===== config.mk =====
export PLATFORM = sky130hd
export DESIGN_NAME = instr_fetch_flat
export DESIGN_NICKNAME = d
export VERILOG_FILES = /design/src/rtl/instr_fetch_pkg.sv /design/src/rtl/instr_fetch_if.sv /design/src/rtl/instr_fetch.sv /design/src/flat_wrapper.sv
export SDC_FILE = /design/constraint.sdc
export NUM_CORES = 1
export LEC_CHECK = 0
export BUFFER_PORTS_ARGS = -buffer_cell sky130_fd_sc_hd__buf_2
export CORE_MARGIN = 2
export CORE_UTILIZATION = 44
export CTS_CLUSTER_SIZE = 12
export DETAILED_ROUTE_END_ITERATION = 16
export PLACE_DENSITY = 0.88
export SYNTH_ARGS = -nofsm -noshare
export SYNTH_HDL_FRONTEND = slang
export SYNTH_SLANG_ARGS = --single-unit
export TNS_END_PERCENT = 5

===== constraint.sdc =====
create_clock -name clk -period 2 [get_ports clk]
set_clock_uncertainty 0.05 [all_clocks]
set_input_delay 0.4 -clock clk [delete_from_list [all_inputs] [get_ports clk]]
set_output_delay 0.4 -clock clk [all_outputs]
set_load 0.05 [all_outputs]

===== src/rtl/instr_fetch_pkg.sv =====
// Shared types and constants for the instruction fetch unit.
package instr_fetch_pkg;

  localparam int unsigned XLEN = 32;
  localparam logic [XLEN-1:0] RESET_PC_DEFAULT = 32'h0000_0000;
  localparam logic [XLEN-1:0] INSTR_STEP = XLEN'(4);

  typedef enum logic [1:0] {
    S_REQ  = 2'd0,
    S_WAIT = 2'd1,
    S_HOLD = 2'd2,
    S_DROP = 2'd3
  } state_t;

  // Instruction word plus the address it was fetched from.
  typedef struct packed {
    logic [XLEN-1:0] instr;
    logic [XLEN-1:0] pc;
  } fetch_pkt_t;

  function automatic logic [XLEN-1:0] align_word(input logic [XLEN-1:0] addr);
    return {addr[XLEN-1:2], 2'b00};
  endfunction

endpackage


===== src/rtl/instr_fetch_if.sv =====
// Fetch-unit bus: instruction memory request/response, redirect input and decode output.
interface instr_fetch_if;
  import instr_fetch_pkg::*;

  logic            imem_req_valid;
  logic            imem_req_ready;
  logic [XLEN-1:0] imem_addr;
  logic            imem_rsp_valid;
  logic [XLEN-1:0] imem_rsp_data;
  logic            redirect_valid;
  logic [XLEN-1:0] redirect_pc;
  logic [XLEN-1:0] Instr;
  logic [XLEN-1:0] instr_pc;
  logic            instr_valid;
  logic            instr_ready;
  logic            misaligned;

  modport master (
    output imem_req_valid, imem_addr, Instr, instr_pc, instr_valid, misaligned,
    input  imem_req_ready, imem_rsp_valid, imem_rsp_data, redirect_valid, redirect_pc,
           instr_ready
  );

  modport slave (
    input  imem_req_valid, imem_addr, Instr, instr_pc, instr_valid, misaligned,
    output imem_req_ready, imem_rsp_valid, imem_rsp_data, redirect_valid, redirect_pc,
           instr_ready
  );

endinterface


===== src/rtl/instr_fetch.sv =====
// Single-outstanding instruction fetch unit: PC register, fetch FSM and held
// instruction register, with branch/jump redirect and stale-response dropping.
module instr_fetch
  import instr_fetch_pkg::*;
#(
  parameter logic [XLEN-1:0] RESET_PC = RESET_PC_DEFAULT
) (
  input logic            clk,
  input logic            rst_n,
  instr_fetch_if.master  bus
);

  state_t          state, state_n;
  logic [XLEN-1:0] pc, pc_n;
  fetch_pkt_t      held, held_n;
  logic            mis, mis_n;
  logic [XLEN-1:0] redirect_word;

  assign redirect_word = align_word(bus.redirect_pc);

  // Next-state, next-PC and capture logic.
  always_comb begin
    state_n = state;
    pc_n    = pc;
    held_n  = held;
    mis_n   = bus.redirect_valid && (bus.redirect_pc[1:0] != 2'b00);
    case (state)
      S_REQ: begin
        if (bus.redirect_valid) begin
          pc_n = redirect_word;
          // An accepted request now returns a stale word that must be discarded.
          state_n = bus.imem_req_ready ? S_DROP : S_REQ;
        end else if (bus.imem_req_ready) begin
          state_n = S_WAIT;
        end
      end
      S_WAIT: begin
        if (bus.imem_rsp_valid) begin
          if (bus.redirect_valid) begin
            pc_n    = redirect_word;
            state_n = S_REQ;
          end else begin
            held_n  = '{instr: bus.imem_rsp_data, pc: pc};
            pc_n    = pc + INSTR_STEP;
            state_n = S_HOLD;
          end
        end else if (bus.redirect_valid) begin
          pc_n    = redirect_word;
          state_n = S_DROP;
        end
      end
      S_HOLD: begin
        if (bus.redirect_valid) begin
          pc_n    = redirect_word;
          state_n = S_REQ;
        end else if (bus.instr_ready) begin
          state_n = S_REQ;
        end
      end
      S_DROP: begin
        if (bus.redirect_valid) begin
          pc_n = redirect_word;
        end
        // The stale word is the only one outstanding, so its arrival frees the bus.
        if (bus.imem_rsp_valid) begin
          state_n = S_REQ;
        end
      end
      default: state_n = S_REQ;
    endcase
  end

  always_ff @(posedge clk or negedge rst_n) begin
    if (!rst_n) begin
      state <= S_REQ;
      pc    <= align_word(RESET_PC);
      held  <= '0;
      mis   <= 1'b0;
    end else begin
      state <= state_n;
      pc    <= pc_n;
      held  <= held_n;
      mis   <= mis_n;
    end
  end

  // Request is qualified by rst_n so it stays low while reset is held.
  assign bus.imem_req_valid = (state == S_REQ) && rst_n;
  assign bus.imem_addr      = pc;
  assign bus.instr_valid    = (state == S_HOLD);
  assign bus.Instr          = held.instr;
  assign bus.instr_pc       = held.pc;
  assign bus.misaligned     = mis;

endmodule


===== src/flat_wrapper.sv =====
// flat-port wrapper written by rule: the top's interface ports become plain ports
module instr_fetch_flat import instr_fetch_pkg::*;
#(
  parameter logic [XLEN-1:0] RESET_PC = RESET_PC_DEFAULT
)
  (clk, rst_n, bus_imem_req_valid, bus_imem_addr, bus_Instr, bus_instr_pc, bus_instr_valid, bus_misaligned, bus_imem_req_ready, bus_imem_rsp_valid, bus_imem_rsp_data, bus_redirect_valid, bus_redirect_pc, bus_instr_ready);
  instr_fetch_if bus_i ();
  input logic clk;
  input logic rst_n;
  output wire logic [$bits(bus_i.imem_req_valid)-1:0] bus_imem_req_valid;
  output wire logic [$bits(bus_i.imem_addr)-1:0] bus_imem_addr;
  output wire logic [$bits(bus_i.Instr)-1:0] bus_Instr;
  output wire logic [$bits(bus_i.instr_pc)-1:0] bus_instr_pc;
  output wire logic [$bits(bus_i.instr_valid)-1:0] bus_instr_valid;
  output wire logic [$bits(bus_i.misaligned)-1:0] bus_misaligned;
  input wire logic [$bits(bus_i.imem_req_ready)-1:0] bus_imem_req_ready;
  input wire logic [$bits(bus_i.imem_rsp_valid)-1:0] bus_imem_rsp_valid;
  input wire logic [$bits(bus_i.imem_rsp_data)-1:0] bus_imem_rsp_data;
  input wire logic [$bits(bus_i.redirect_valid)-1:0] bus_redirect_valid;
  input wire logic [$bits(bus_i.redirect_pc)-1:0] bus_redirect_pc;
  input wire logic [$bits(bus_i.instr_ready)-1:0] bus_instr_ready;
  assign bus_imem_req_valid = bus_i.imem_req_valid;
  assign bus_imem_addr = bus_i.imem_addr;
  assign bus_Instr = bus_i.Instr;
  assign bus_instr_pc = bus_i.instr_pc;
  assign bus_instr_valid = bus_i.instr_valid;
  assign bus_misaligned = bus_i.misaligned;
  assign bus_i.imem_req_ready = bus_imem_req_ready;
  assign bus_i.imem_rsp_valid = bus_imem_rsp_valid;
  assign bus_i.imem_rsp_data = bus_imem_rsp_data;
  assign bus_i.redirect_valid = bus_redirect_valid;
  assign bus_i.redirect_pc = bus_redirect_pc;
  assign bus_i.instr_ready = bus_instr_ready;
  instr_fetch #(.RESET_PC(RESET_PC)) u_core (.clk(clk), .rst_n(rst_n), .bus(bus_i));
endmodule

==> impl_results.md <==
- Cell variety after synth: 44
- Status: completed
- Max-slew violation count: 0
- Cell count after synthesis: approximately 350
- Vias in the first global route: roughly 3500
- First-pass GRT wire length: between 15000 and 20000 µm
- Register bit total from synthesis: roughly 100
- Final GP Congestion: approximately 0.83
- Setup TNS: 0 ns
- IO Pins: ~170
- Reg clk slew, reported paths: around 0.10 ns
- CTS Root Cell: clkbuf_8
- Drt first pass iters: 4
- Worst R2R Path Depth: 5
- Vias per cell: around 5.2
- FF/Latch Area: 0.00250 mm²
- Longest Clk Path Bufs: 2
- Fmax: between 0.5 and 0.6 GHz
- Post-detailed-route wirelength per cell: 16.3 µm
- Data arrival, critical path: between 1 and 1.5 ns
- Largest fanout on the critical path: 6
- Sequential area share after synthesis: 0.570
- Worst path slowest cell: dfrtp_1
- PD cells: between 1500 and 2000 mW/mm²
- H-tree Lvls: 3
- Max stage delay on crit path: slightly below 0.4 ns
- GRT overflow: 0
- Die area: between 0.01 and 0.015 mm²
- Post-synth top area cell: dfrtp_1
- Crit path max-delay family: buffers and inverters
- Hold_ws: around 0.036 ns
- Buf+Inv Stages, Crit Path: 2
- Yosys top cell area share: 0.570
- Commonest non-fill, non-tap cell in the layout: buf_2
- Placed wire-length estimate: ~8000 µm
- CTS tree: yes
- Max cap viols: 0
- Synth area leaders: dfrtp_1, mux2_2, mux2i_1
- DP Area: 0.00551 mm²
- Crit path cell chain: buf_4 -> nor2_1 -> and2_1 -> buf_2
- Cell area after layout: between 0.005 and 0.006 mm²
- Worst vdd ir: around 1.2 mV
- Layout cells sized above 1: 0.529
- CP required: approximately 1.6 ns
- Die Width: 103 µm
- Cts hold-fix bufs: 0
- Design Power: 9050 µW
- RR Startpoint: u_core.bus.imem_addr[2]$_DFF_PN0_
- DRT antenna net count: 0
- R2R Setup Slk: ~0.12 ns
- FFs w/ async S/R, synth: 1.00
- GRT Overall Usage: 0.207
- Leak: about 0.0028 µW
- Buffers on Ports: 168
- Core Area: between 0.009 and 0.01 mm²
- Rel. slew slack: 0.652
- EDFF count, synth: 0
- Die Y: approximately 100 µm
- Post-layout min period: between 1.5 and 2 ns
- Worst hold-check path type: primary input to asynchronous set/reset pin
- Multi-input gate area: approximately 0.0018 mm²
- Crit Reg-Reg Endpoint: u_core.bus.imem_addr[30]$_DFF_PN0_
- Final Setup Violations: 0
- Place WS: roughly 0.057 ns
- Worst Tran Pin Value: a little over 0.5 ns
- RSZ-0062 raised after global routing: no
- Final Hold Viols: 0
- Clk_lat worst skew: between 0.3 and 0.4 ns
- Final wirelength: ~11000 µm
- Critical Path End Type: output port
- Largest net degree at the start of global routing: 100
- Via count: between 3000 and 4000
- Post-synth top flop: dfrtp_1
- Netlist Area Pre-Place: around 0.0043 mm²
- Fin crit share: 0.955
- DRC Markers: 0
- Initial antenna violation count: 1
- Syn nets: ~420
- Syn Area/Cell: about 13 µm²
- Synthesis-to-layout area growth: 31.8%
- Synthesis Warnings: 0
- Most frequent cells in the layout: buf_2, dfrtp_1, mux2_2
- Fill cells: 827
- Clk sinks: 99
- Worst Slack Setup Final: just under 0.09 ns
- CTS buffer count: 9
- Setup crit start kind: flip-flop
- Crit path kind: flip-flop to output port
- Initial Utilization: 0.448
- Rows: 36
- Layout Nets: between 500 and 600
- DR iter-0 viols: 90
report_power, final:
part / internal (µW) / switching, µW / total [µW] / leakage [µW]
logic: 1230 / 3300 / 4530 / 0.00150
registers: 2710 / 422 / 3130 / 0.00118
clock network: 709 / 676 / 1390 / 0.000101
total: 4650 / 4400 / 9050 / 0.00278
synthesized netlist by cell type (2+ instances only):
cell / count
inv_1: 5
mux2i_1: 21
and3_1: 3
a221oi_1: 3
clkbuf_1: 11
dfrtp_1: 99
nor2_1: 11
nand2_1: 23
nand4_2: 2
and4_1: 4
nor2b_1: 6
mux2_2: 60
nor4_1: 5
nand2b_1: 2
nand3_1: 12
a31oi_1: 8
or4_1: 4
buf_2: 2
o31ai_1: 4
nand4_1: 7
o21ai_0: 15
buf_1: 2
nand4b_1: 2
or3_1: 2
xor2_1: 4
xnor2_1: 6
nor3_1: 7
worst max path at each step:
| stage | startpoint | cells after the start | endpoint | slack, ns |
|---|---|---|---|---|
| 6_report | u_core.state[0]$_DFFE_PN0P_ | 4 | bus_imem_req_valid | 0.09 |
| 5_1_grt | u_core.state[0]$_DFFE_PN0P_ | 4 | bus_imem_req_valid | 0.003 |
| 4_1_cts | u_core.bus.imem_addr[2]$_DFF_PN0_ | 5 | u_core.bus.imem_addr[30]$_DFF_PN0_ | 0.04 |
| 3_5_place_dp | u_core.bus.imem_addr[2]$_DFF_PN0_ | 5 | u_core.bus.imem_addr[24]$_DFF_PN0_ | 0.06 |
| 3_3_place_gp | bus_imem_rsp_valid | 5 | u_core.bus.imem_addr[25]$_DFF_PN0_ | 0.10 |
| 2_1_floorplan | u_core.bus.imem_addr[2]$_DFF_PN0_ | 6 | u_core.bus.imem_addr[24]$_DFF_PN0_ | -0.07 |
cells by family (layout without fill, tap and decap cells):
logic type,after synthesis,after routing,share of synthesized area
xor gates and xnor gates,10,10,0.0202
buffers and inverters,21,207,0.0190
and+or+nand+nor,99,99,0.131
DFF,99,99,0.570
adders and majority gates,1,1,0.00288
AOI/OAI and AO/OA,36,36,0.0527
muxes,81,81,0.204
other,0,1,0
stage by stage:
step,cells,util
floorplan,347,-
global placement,650,0.568
detailed placement,650,0.568
CTS,666,0.590
global route,666,0.591
finish,667,0.591
timing repair:
item / 4_1_cts / 5_1_grt
setup buffers: 0 / 0
gates resized for setup: 0 / 1
endpoints found under the setup margin: 0 / 2
metal layers:
layer / GRT usage / share of wire
met3: 0.0544 / 0.073
met2: 0.346 / 0.51
met4: 0.0860 / 0.019
met1: 0.255 / 0.40
met5: 0 / 0.0010
state kept, by name (all words and copies together), names as in the netlist:
register and count:
u_core.bus.Instr 32, u_core.bus.imem_addr 32, u_core.bus.instr_pc 32, u_core.bus.misaligned 1, u_core.state 2
area by class of cell:
cell class | count | area share
timing repair buffer | 186 | 0.175
multi-input combinational | 227 | 0.319
antenna | 1 | 0.000437
sequential | 99 | 0.436
inverter | 5 | 0.00328
tap | 133 | 0.0291
clock buffer | 12 | 0.0236
clock inverter | 4 | 0.0133
(Power assumes the default switching activity.)
